==> config.mk <==
export PLATFORM = sky130hd
export DESIGN_NAME = xor_swap_unit
export DESIGN_NICKNAME = d
export VERILOG_FILES = /design/src/rtl/xor_swap_pkg.sv /design/src/rtl/swap_hold_reg.sv /design/src/rtl/xor_swap_unit.sv
export SDC_FILE = /design/constraint.sdc
export NUM_CORES = 1
export LEC_CHECK = 0
export ABC_AREA = 1
export CAP_MARGIN = 20
export CORE_MARGIN = 4
export CORE_UTILIZATION = 58
export DETAILED_ROUTE_END_ITERATION = 16
export PLACE_DENSITY = 0.85
export SYNTH_ARGS = -nofsm -noshare
export SYNTH_HDL_FRONTEND = slang
export SYNTH_SLANG_ARGS = --single-unit
==> constraint.sdc <==
create_clock -name clk -period 4.8 [get_ports clk]
set_clock_uncertainty 0.05 [all_clocks]
set_input_delay 1.44 -clock clk [delete_from_list [all_inputs] [get_ports clk]]
set_output_delay 1.44 -clock clk [all_outputs]
set_load 0.005 [all_outputs]
==> src/rtl/xor_swap_pkg.sv <==
// Shared types and default widths for the XOR operand-swap stage.
package xor_swap_pkg;

  localparam int unsigned DefW    = 8;
  localparam int unsigned DefCntW = 16;

  typedef enum logic [2:0] {
    StIdle = 3'd0,
    StX1   = 3'd1,
    StX2   = 3'd2,
    StX3   = 3'd3,
    StDone = 3'd4
  } state_e;

endpackage

==> src/rtl/swap_hold_reg.sv <==
// One-entry holding register for an (a, b) pair, with a full flag and load/pop controls.
module swap_hold_reg #(
  parameter int unsigned W = 8
) (
  input  logic         clk,
  input  logic         rst,
  input  logic         load,
  input  logic         pop,
  input  logic [W-1:0] load_a,
  input  logic [W-1:0] load_b,
  output logic         full,
  output logic [W-1:0] a,
  output logic [W-1:0] b
);

  logic         full_q;
  logic [W-1:0] a_q, b_q;

  always_ff @(posedge clk or posedge rst) begin
    if (rst) begin
      full_q <= 1'b0;
      a_q    <= '0;
      b_q    <= '0;
    end else begin
      if (load) begin
        full_q <= 1'b1;
        a_q    <= load_a;
        b_q    <= load_b;
      end else if (pop) begin
        full_q <= 1'b0;
      end
    end
  end

  assign full = full_q;
  assign a    = a_q;
  assign b    = b_q;

endmodule

==> src/rtl/xor_swap_unit.sv <==
// Handshaked operand-swap stage: swaps (a, b) in place with three XOR steps and
// delivers (b, a) downstream, with a one-entry skid for the next pair.
module xor_swap_unit
  import xor_swap_pkg::*;
#(
  parameter int unsigned W     = DefW,
  parameter int unsigned CNT_W = DefCntW
) (
  input  logic             clk,
  input  logic             rst,
  input  logic             in_valid,
  output logic             in_ready,
  input  logic [W-1:0]     in_a,
  input  logic [W-1:0]     in_b,
  output logic             out_valid,
  input  logic             out_ready,
  output logic [W-1:0]     out_a,
  output logic [W-1:0]     out_b,
  output logic             busy,
  output logic [CNT_W-1:0] swap_count
);

  state_e           state_q, state_d;
  logic [W-1:0]     ra_q, ra_d, rb_q, rb_d;
  logic [W-1:0]     out_a_q, out_a_d, out_b_q, out_b_d;
  logic [CNT_W-1:0] cnt_q, cnt_d;

  logic             hold_full, hold_load, hold_pop;
  logic [W-1:0]     hold_a, hold_b;
  logic             accept, out_fire;

  assign in_ready = !hold_full;
  assign accept   = in_valid && in_ready;
  assign out_fire = (state_q == StDone) && out_ready;

  // A new pair bypasses the hold register only when the working regs are free this edge.
  assign hold_load = accept && (state_q != StIdle) && !out_fire;

  swap_hold_reg #(
    .W (W)
  ) u_hold (
    .clk    (clk),
    .rst    (rst),
    .load   (hold_load),
    .pop    (hold_pop),
    .load_a (in_a),
    .load_b (in_b),
    .full   (hold_full),
    .a      (hold_a),
    .b      (hold_b)
  );

  always_comb begin
    state_d  = state_q;
    ra_d     = ra_q;
    rb_d     = rb_q;
    out_a_d  = out_a_q;
    out_b_d  = out_b_q;
    cnt_d    = cnt_q;
    hold_pop = 1'b0;
    unique case (state_q)
      StIdle: begin
        if (accept) begin
          ra_d    = in_a;
          rb_d    = in_b;
          state_d = StX1;
        end
      end
      StX1: begin
        ra_d    = ra_q ^ rb_q;
        state_d = StX2;
      end
      StX2: begin
        rb_d    = rb_q ^ ra_q;
        state_d = StX3;
      end
      StX3: begin
        ra_d    = ra_q ^ rb_q;
        out_a_d = ra_q ^ rb_q;
        out_b_d = rb_q;
        state_d = StDone;
      end
      StDone: begin
        if (out_ready) begin
          cnt_d = cnt_q + CNT_W'(1);
          if (hold_full) begin
            // Held pair is older than anything on the input, so it goes first.
            ra_d     = hold_a;
            rb_d     = hold_b;
            hold_pop = 1'b1;
            state_d  = StX1;
          end else if (accept) begin
            ra_d    = in_a;
            rb_d    = in_b;
            state_d = StX1;
          end else begin
            state_d = StIdle;
          end
        end
      end
      default: state_d = StIdle;
    endcase
  end

  always_ff @(posedge clk or posedge rst) begin
    if (rst) begin
      state_q <= StIdle;
      ra_q    <= '0;
      rb_q    <= '0;
      out_a_q <= '0;
      out_b_q <= '0;
      cnt_q   <= '0;
    end else begin
      state_q <= state_d;
      ra_q    <= ra_d;
      rb_q    <= rb_d;
      out_a_q <= out_a_d;
      out_b_q <= out_b_d;
      cnt_q   <= cnt_d;
    end
  end

  assign out_valid  = (state_q == StDone);
  assign out_a      = out_a_q;
  assign out_b      = out_b_q;
  assign swap_count = cnt_q;
  assign busy       = (state_q != StIdle) || hold_full;

endmodule

==> impl_results.md, run 1 <==
- Cell type with the largest total area after synthesis: sky130_fd_sc_hd__dfrtp_1
- Number of synthesis warnings: 0
- Final max-slew violation count: 0
- Die span in y: 86.11 µm
- Maximum number of buffers from clock root to sink: 2
- Layout-stage area growth over the synthesis result: 23.80%
- Detail-routed via count per cell: between 5 and 6
- Clock-pin slew on the worst setup and hold paths: roughly 70 ps
- Share of the yosys chip area belonging to registers: between 40 and 50%
- Routed WL: around 8.5 mm
- Number of clock buffers inserted by TritonCTS: 9
- Antenna Nets Post-Route: 0
- All-Layer GR Usage: between 20% and 30%
- Fraction of synthesized cell area taken by the top area cell type: 48.09%
- Final period util: a little over two thirds
- Clock period minus worst slack: about 3400 ps
- Antenna diodes: 0
- Final total negative setup slack: 0 ps
- Boundary pin count: between 50 and 60
- Worst-case reg-to-reg path depth: 6
- Worst EP arrival: ~1900 ps
- Leading post-synthesis cells by cell area: sky130_fd_sc_hd__dfrtp_1, sky130_fd_sc_hd__nand2_1, sky130_fd_sc_hd__inv_1, sky130_fd_sc_hd__nand3_1, sky130_fd_sc_hd__nor2_1
- Pin slew with the least headroom to its limit: 577.3 ps
- Clock tree from TritonCTS: yes
- Average wire length per cell after detail routing: about 14 µm
- Avg Synthesized Cell Area: 7.593 µm²
- Core outline area: between 5000 and 6000 µm²
- Worst voltage drop across the vdd grid: 0.0003433 V
- WHS: 424.7 ps
- Kind of capture point of the worst setup path: output pin
- Maximum Capacitance Violations: 0
- Ratio of cells with drive above 1 in the final layout: 8.696%
- Yosys reg bits: ~70
- Gate count of the mapped netlist: between 400 and 500
- Number of distinct library cells after synthesis: 27
- Summed instance area of the synthesized netlist: about 3500 µm²
- Clock latency at the later pin of the worst-skew pair: ~350 ps
- DR pass1 iterations: 4
- Antenna violations before repair: 0
- Largest driver fanout on the critical path: 9
- Wire length of the first global-routing pass: 14.82 mm
- F_max: 296.9 MHz
- Total vias in the final route: roughly 3200
- GPL Wtd Cong: 0.9237
- Count of standard-cell rows: 28
- Pin count of the biggest net entering global routing: 54
- Quantity of hold-fixing buffers added after cts: 0
- Area of the die: 7414 µm²
- Final hold violation count: 0
- Starting density of the core: 59.76%
- Clock H-tree levels: 3
- Worst hold path depth: 2
- Count of input and output buffers: 54
- Hold Path Class: reg2reg
- Resize count post-CTS: 0
- Worst endpoint required time: ~3300 ps
- Net total in the final layout: 545
- Run status: finished, final reports clean
- DRC violations left: 0
- Power density over cell area: between 600 and 700 nW/µm²
- Num Clock Sinks: about 70
- Post-synthesis net count: 487
- Post-detailed-placement half-perimeter wirelength: 5.993 mm
- Vias in the first global route: about 3200
- Number of DRC markers after the initial detailed-route iteration: between 200 and 250
- Root Buffer: sky130_fd_sc_hd__clkbuf_8
- RSZ-0062 raised after global routing: false
- Horizontal extent of the die: about 86 µm
- Number of setup buffers added after CTS: 0
- Static leakage power: between 2 and 2.5 nW
- Total of endpoints with negative setup slack in the final report: 0
- Total grt overflow: 0
- Critical path launch point type: flop
- Worst Setup Path Type: reg2out
- Normalized max-slew margin: between 60 and 70%
-- state kept, by name, indices dropped and copies added, names as in the netlist --
name / flops
swap_count: 16
state_q: 3
rb_q: 8
u_hold.a: 8
u_hold.b: 8
u_hold.full: 1
out_a: 8
out_b: 8
ra_q: 8
-- where the power goes --
| group | switching, mW | total (mW) | internal (mW) |
|---|---|---|---|
| logic | 0.664 | 1.10 | 0.440 |
| registers | 0.202 | 1.00 | 0.799 |
| clock network | 0.219 | 0.554 | 0.336 |
| total | 1.08 | 2.66 | 1.57 |
-- metrics by stage --
stage / cells / cell area (µm²) / utilization, % / power [mW] / worst slack (ps)
after detailed placement: 587 / 4124 / 69.65 / 2.086 / 1313
after CTS: 603 / 4360 / 73.65 / 2.658 / 1416
after floorplan: 466 / 3538 / - / 1.691 / 1598
after global placement: 587 / 4124 / 69.65 / 2.051 / 1435
after global routing: 604 / 4380 / 73.99 / 2.870 / 1350
final: 604 / 4380 / 73.99 / 2.659 / 1432
-- cells in the final DEF, fill, tap and decap left out, types with 7 or more instances in the layout --
master / instances
sky130_fd_sc_hd__clkdlybuf4s50_1: 54
sky130_fd_sc_hd__clkbuf_8: 12
sky130_fd_sc_hd__nor2_1: 29
sky130_fd_sc_hd__inv_2: 7
sky130_fd_sc_hd__xor2_1: 12
sky130_fd_sc_hd__o21ai_0: 17
sky130_fd_sc_hd__nand3_1: 26
sky130_fd_sc_hd__nand2_1: 208
sky130_fd_sc_hd__dfrtp_1: 68
sky130_fd_sc_hd__nand4_1: 11
sky130_fd_sc_hd__inv_1: 43
-- critical path, cell delays in order, from the launching register on --
cell	delay, ps
sky130_fd_sc_hd__dfrtp_1	630
sky130_fd_sc_hd__inv_4	80
sky130_fd_sc_hd__nor2_4	260
sky130_fd_sc_hd__clkdlybuf4s50_1	560
-- final cells by class --
| type | instances | area [µm²] |
|---|---|---|
| Inverter | 51 | 193.9 |
| Fill cell | 457 | 1540 |
| Tap cell | 75 | 93.84 |
| Timing Repair Buffer | 57 | 575.6 |
| Clock inverter | 3 | 67.56 |
| Multi-Input combinational cell | 337 | 1579 |
| Sequential cell | 68 | 1702 |
| Clock buffer | 13 | 168.9 |
-- routing by layer --
metal	vias up	global-route usage, %	share of wire, %
met5	-	0	0
met4	0	8.058	2.1
met3	16	6.916	5.9
met2	97	41.49	49
met1	1502	33.21	43
li1	1555	-	-
-- kinds of logic (layout without fill, tap and decap cells) --
group | count (synthesis) | in the layout | share of synthesized area [%]
DFF | 68 | 68 | 48.09
buffers and inverters | 61 | 124 | 7.284
AOI/OAI and AO/OA | 26 | 26 | 3.854
adders and majority gates | 1 | 1 | 0.3536
and+or+nand+nor | 295 | 295 | 36.70
xor gates and xnor gates | 15 | 15 | 3.713
-- cells in the mapped netlist --
library cell               number
sky130_fd_sc_hd__nand2_1      208
sky130_fd_sc_hd__dfrtp_1       68
sky130_fd_sc_hd__inv_1         44
sky130_fd_sc_hd__nor2_1        29
sky130_fd_sc_hd__nand3_1       26
sky130_fd_sc_hd__o21ai_0       17
sky130_fd_sc_hd__xor2_1        12
sky130_fd_sc_hd__nand4_1       11
sky130_fd_sc_hd__buf_2          6
sky130_fd_sc_hd__inv_2          6
sky130_fd_sc_hd__nand2_4        6
sky130_fd_sc_hd__nor2_4         5
sky130_fd_sc_hd__o21ai_1        5
sky130_fd_sc_hd__nand2_2        4
sky130_fd_sc_hd__xnor2_1        3
sky130_fd_sc_hd__a21oi_1        2
sky130_fd_sc_hd__buf_6          2
sky130_fd_sc_hd__nand3_2        2
sky130_fd_sc_hd__nand3b_1       2
sky130_fd_sc_hd__buf_4          1
sky130_fd_sc_hd__clkbuf_1       1
sky130_fd_sc_hd__ha_1           1
sky130_fd_sc_hd__inv_4          1
sky130_fd_sc_hd__nor2_2         1
sky130_fd_sc_hd__nor2_8         1
sky130_fd_sc_hd__o21ai_2        1
sky130_fd_sc_hd__o21bai_1       1
-- path summary, 6_finish.rpt --
check,startpoint,to,slack [ps]
worst min register to register,out_b[6],out_b[6],420
max in group asynchronous,rst,ra_q[3],2640
worst min-delay path,out_b[6],out_b[6],420
worst max-delay path,state_q[2],out_valid,1430
min in group asynchronous,rst,rb_q[2],1310
worst max register to register,u_hold.full,u_hold.b[3],2530
Power figures use the tool's default switching activity.
==> run 2: changes to the inputs <==
--- a/config.mk
+++ b/config.mk
@@ -8,9 +8,9 @@
 export ABC_AREA = 1
 export CAP_MARGIN = 20
 export CORE_MARGIN = 4
-export CORE_UTILIZATION = 58
+export CORE_UTILIZATION = 54
 export DETAILED_ROUTE_END_ITERATION = 16
-export PLACE_DENSITY = 0.85
+export PLACE_DENSITY = 0.8
 export SYNTH_ARGS = -nofsm -noshare
 export SYNTH_HDL_FRONTEND = slang
 export SYNTH_SLANG_ARGS = --single-unit
==> constraint.sdc (replaced) <==
create_clock -name clk -period 3.1 [get_ports clk]
set_clock_uncertainty 0.05 [all_clocks]
set_input_delay 0.93 -clock clk [delete_from_list [all_inputs] [get_ports clk]]
set_output_delay 0.93 -clock clk [all_outputs]
set_load 0.005 [all_outputs]
==> impl_results.md, run 2 (synthesis gave the netlist of run 1 again) <==
- Ratio of cells with drive above 1 in the final layout: roughly 8.0%
- Total of endpoints with negative setup slack in the final report: 0
- Critical path launch point type: flop
- All-Layer GR Usage: 22.77%
- Resize count post-CTS: 0
- Worst voltage drop across the vdd grid: 0.0005067 V
- Post-placement cell count: about 590
- Utilization after layout: between 60 and 70%
- Kind of capture point of the worst setup path: output pin
- Maximum Capacitance Violations: 0
- Final hold violation count: 0
- Largest register FFs: 16
- Vias in the first global route: 3019
- Core outline area: approximately 6300 µm²
- Root Buffer: sky130_fd_sc_hd__clkbuf_8
- Final period util: between 90 and 100%
- DRC violations left: 0
- Antenna violations before repair: 0
- Count of standard-cell rows: 29
- Combinational fraction of design power: between 40% and 50%
- Antenna diodes: 0
- Maximum number of buffers from clock root to sink: 2
- Number of standard cells in the layout, taps in and fillers out: approximately 610
- Leading cell types in the layout, fill and taps excluded: sky130_fd_sc_hd__nand2_1, sky130_fd_sc_hd__dfrtp_1, sky130_fd_sc_hd__clkdlybuf4s50_1
- F_max: 352.2 MHz
- RSZ-0062 raised after global routing: false
- Post-detailed-placement half-perimeter wirelength: between 5 and 6 mm
- Worst path cell trace: inv_4 -> nor2_4 -> clkdlybuf4s50_1
- Final max-slew violation count: 0
- Routed WL: just over 8 mm
- Power share of the clock group: 16.1%
- DR pass1 iterations: 4
- Cell with the largest stage delay on the worst path: sky130_fd_sc_hd__dfrtp_1
- Worst Setup Path Type: reg2out
- Worst EP arrival: about 1900 ps
- Clock-pin slew on the worst setup and hold paths: approximately 70 ps
- Average wire length per cell after detail routing: between 10 and 15 µm
- Worst hold path depth: 2
- Switching share of total power: 42.34%
- Clock tree from TritonCTS: yes
- Largest driver fanout on the critical path: 9
- Final total negative setup slack: 0 ps
- Clock period minus worst slack: ~2800 ps
- WHS: between 400 and 500 ps
- Clock H-tree levels: 3
- Number of DRC markers after the initial detailed-route iteration: between 200 and 250
- Longest individual stage delay on the worst path: roughly 620 ps
- Quantity of hold-fixing buffers added after cts: 0
- Power density over cell area: 899.6 nW/µm²
- Final design instance area without fill: roughly 4300 µm²
- Static leakage power: 2.268 nW
- Worst-case reg-to-reg path depth: 5
- Total grt overflow: 0
- Post-place instance area: approximately 4100 µm²
- Total vias in the final route: between 3000 and 4000
- Starting density of the core: 55.72%
- Most common cell after layout, fill and taps aside: sky130_fd_sc_hd__nand2_1
- Antenna Nets Post-Route: 0
- Pin slew with the least headroom to its limit: 615.0 ps
- Net total in the final layout: roughly 540
- Normalized max-slew margin: about three fifths
- Portion of total power attributed to sequential cells: between 30% and 40%
- Count of input and output buffers: 54
- Die span in y: 88.95 µm
- Switch Pwr: ~1.6 mW
- Layout-stage area growth over the synthesis result: 21.57%
- Hold Path Class: reg2reg
- Internal cell power: 2.231 mW
- Boundary pin count: 55
- Clock latency at the later pin of the worst-skew pair: 340 ps
- Run status: finished, final reports clean
- GPL Wtd Cong: between 0.8 and 0.9
- Pin count of the biggest net entering global routing: between 60 and 70
- Area of the die: around 8000 µm²
- Number of clock buffers inserted by TritonCTS: 9
- Worst endpoint required time: between 2000 and 2500 ps
- Wire length of the first global-routing pass: 13.81 mm
- Horizontal extent of the die: about 89 µm
- Detail-routed via count per cell: just over 5
- Num Clock Sinks: just under 70
- Number of setup buffers added after CTS: 0
## run 2: changes by cell type in the layout (fill, tap and decap cells not counted)
cell	delta
sky130_fd_sc_hd__clkbuf_1	+3
sky130_fd_sc_hd__clkinvlp_4	-1
sky130_fd_sc_hd__clkbuf_8	-2
sky130_fd_sc_hd__bufinv_16	-2
sky130_fd_sc_hd__clkinv_2	+2
sky130_fd_sc_hd__buf_4	-1
## run 2: worst paths after layout
path                                  start  slack (ps)        endpoint
worst max-delay path             state_q[2]         260       out_valid
worst min-delay path               out_b[4]         420        out_b[4]
worst max register to register  u_hold.full        1170     u_hold.b[2]
worst min register to register     out_b[4]         420        out_b[4]
max in group asynchronous               rst        1780        out_a[7]
min in group asynchronous               rst         920  swap_count[14]
## run 2: area by class of cell
class | instances | area [µm²]
inverter | 51 | 193.9
clock inverter | 2 | 10.01
clock buffer | 14 | 152.6
sequential | 68 | 1702
multi-input combinational | 337 | 1579
fill | 561 | 2048
tap | 77 | 96.34
timing repair buffer | 56 | 568.0
## run 2: metrics by stage
stage	total power, mW	setup slack, ps
detailed placement	3.242	452.7
finish	3.870	260.9
global placement	3.188	587.4
global route	4.211	165.5
floorplan	2.619	408.5
CTS	3.895	244.9
## run 2: critical path, delay by kind of cell (launching register included)
kind	cells	cell delay [ps]
DFF	1	620
buffers and inverters	2	660
and+or+nand+nor	1	240
## run 2: power groups by stage
stage                     combinational [mW]  clock [mW]  sequential [mW]
after floorplan                         1.16           0             1.46
after detailed placement                1.71           0             1.53
final                                   1.72       0.625             1.53
after global placement                  1.66           0             1.53
after CTS                               1.73       0.638             1.53
after global routing                    1.96       0.677             1.57
## run 2: layer usage
layer  vias to the layer above  part of all wire, %  global-route usage, %
met1                      1453                   43                  29.55
met3                        17                  4.9                  3.594
met2                        94                   49                  37.58
met5                         -                    0                      0
li1                       1552                    -                      -
met4                         0                  2.8                  10.55
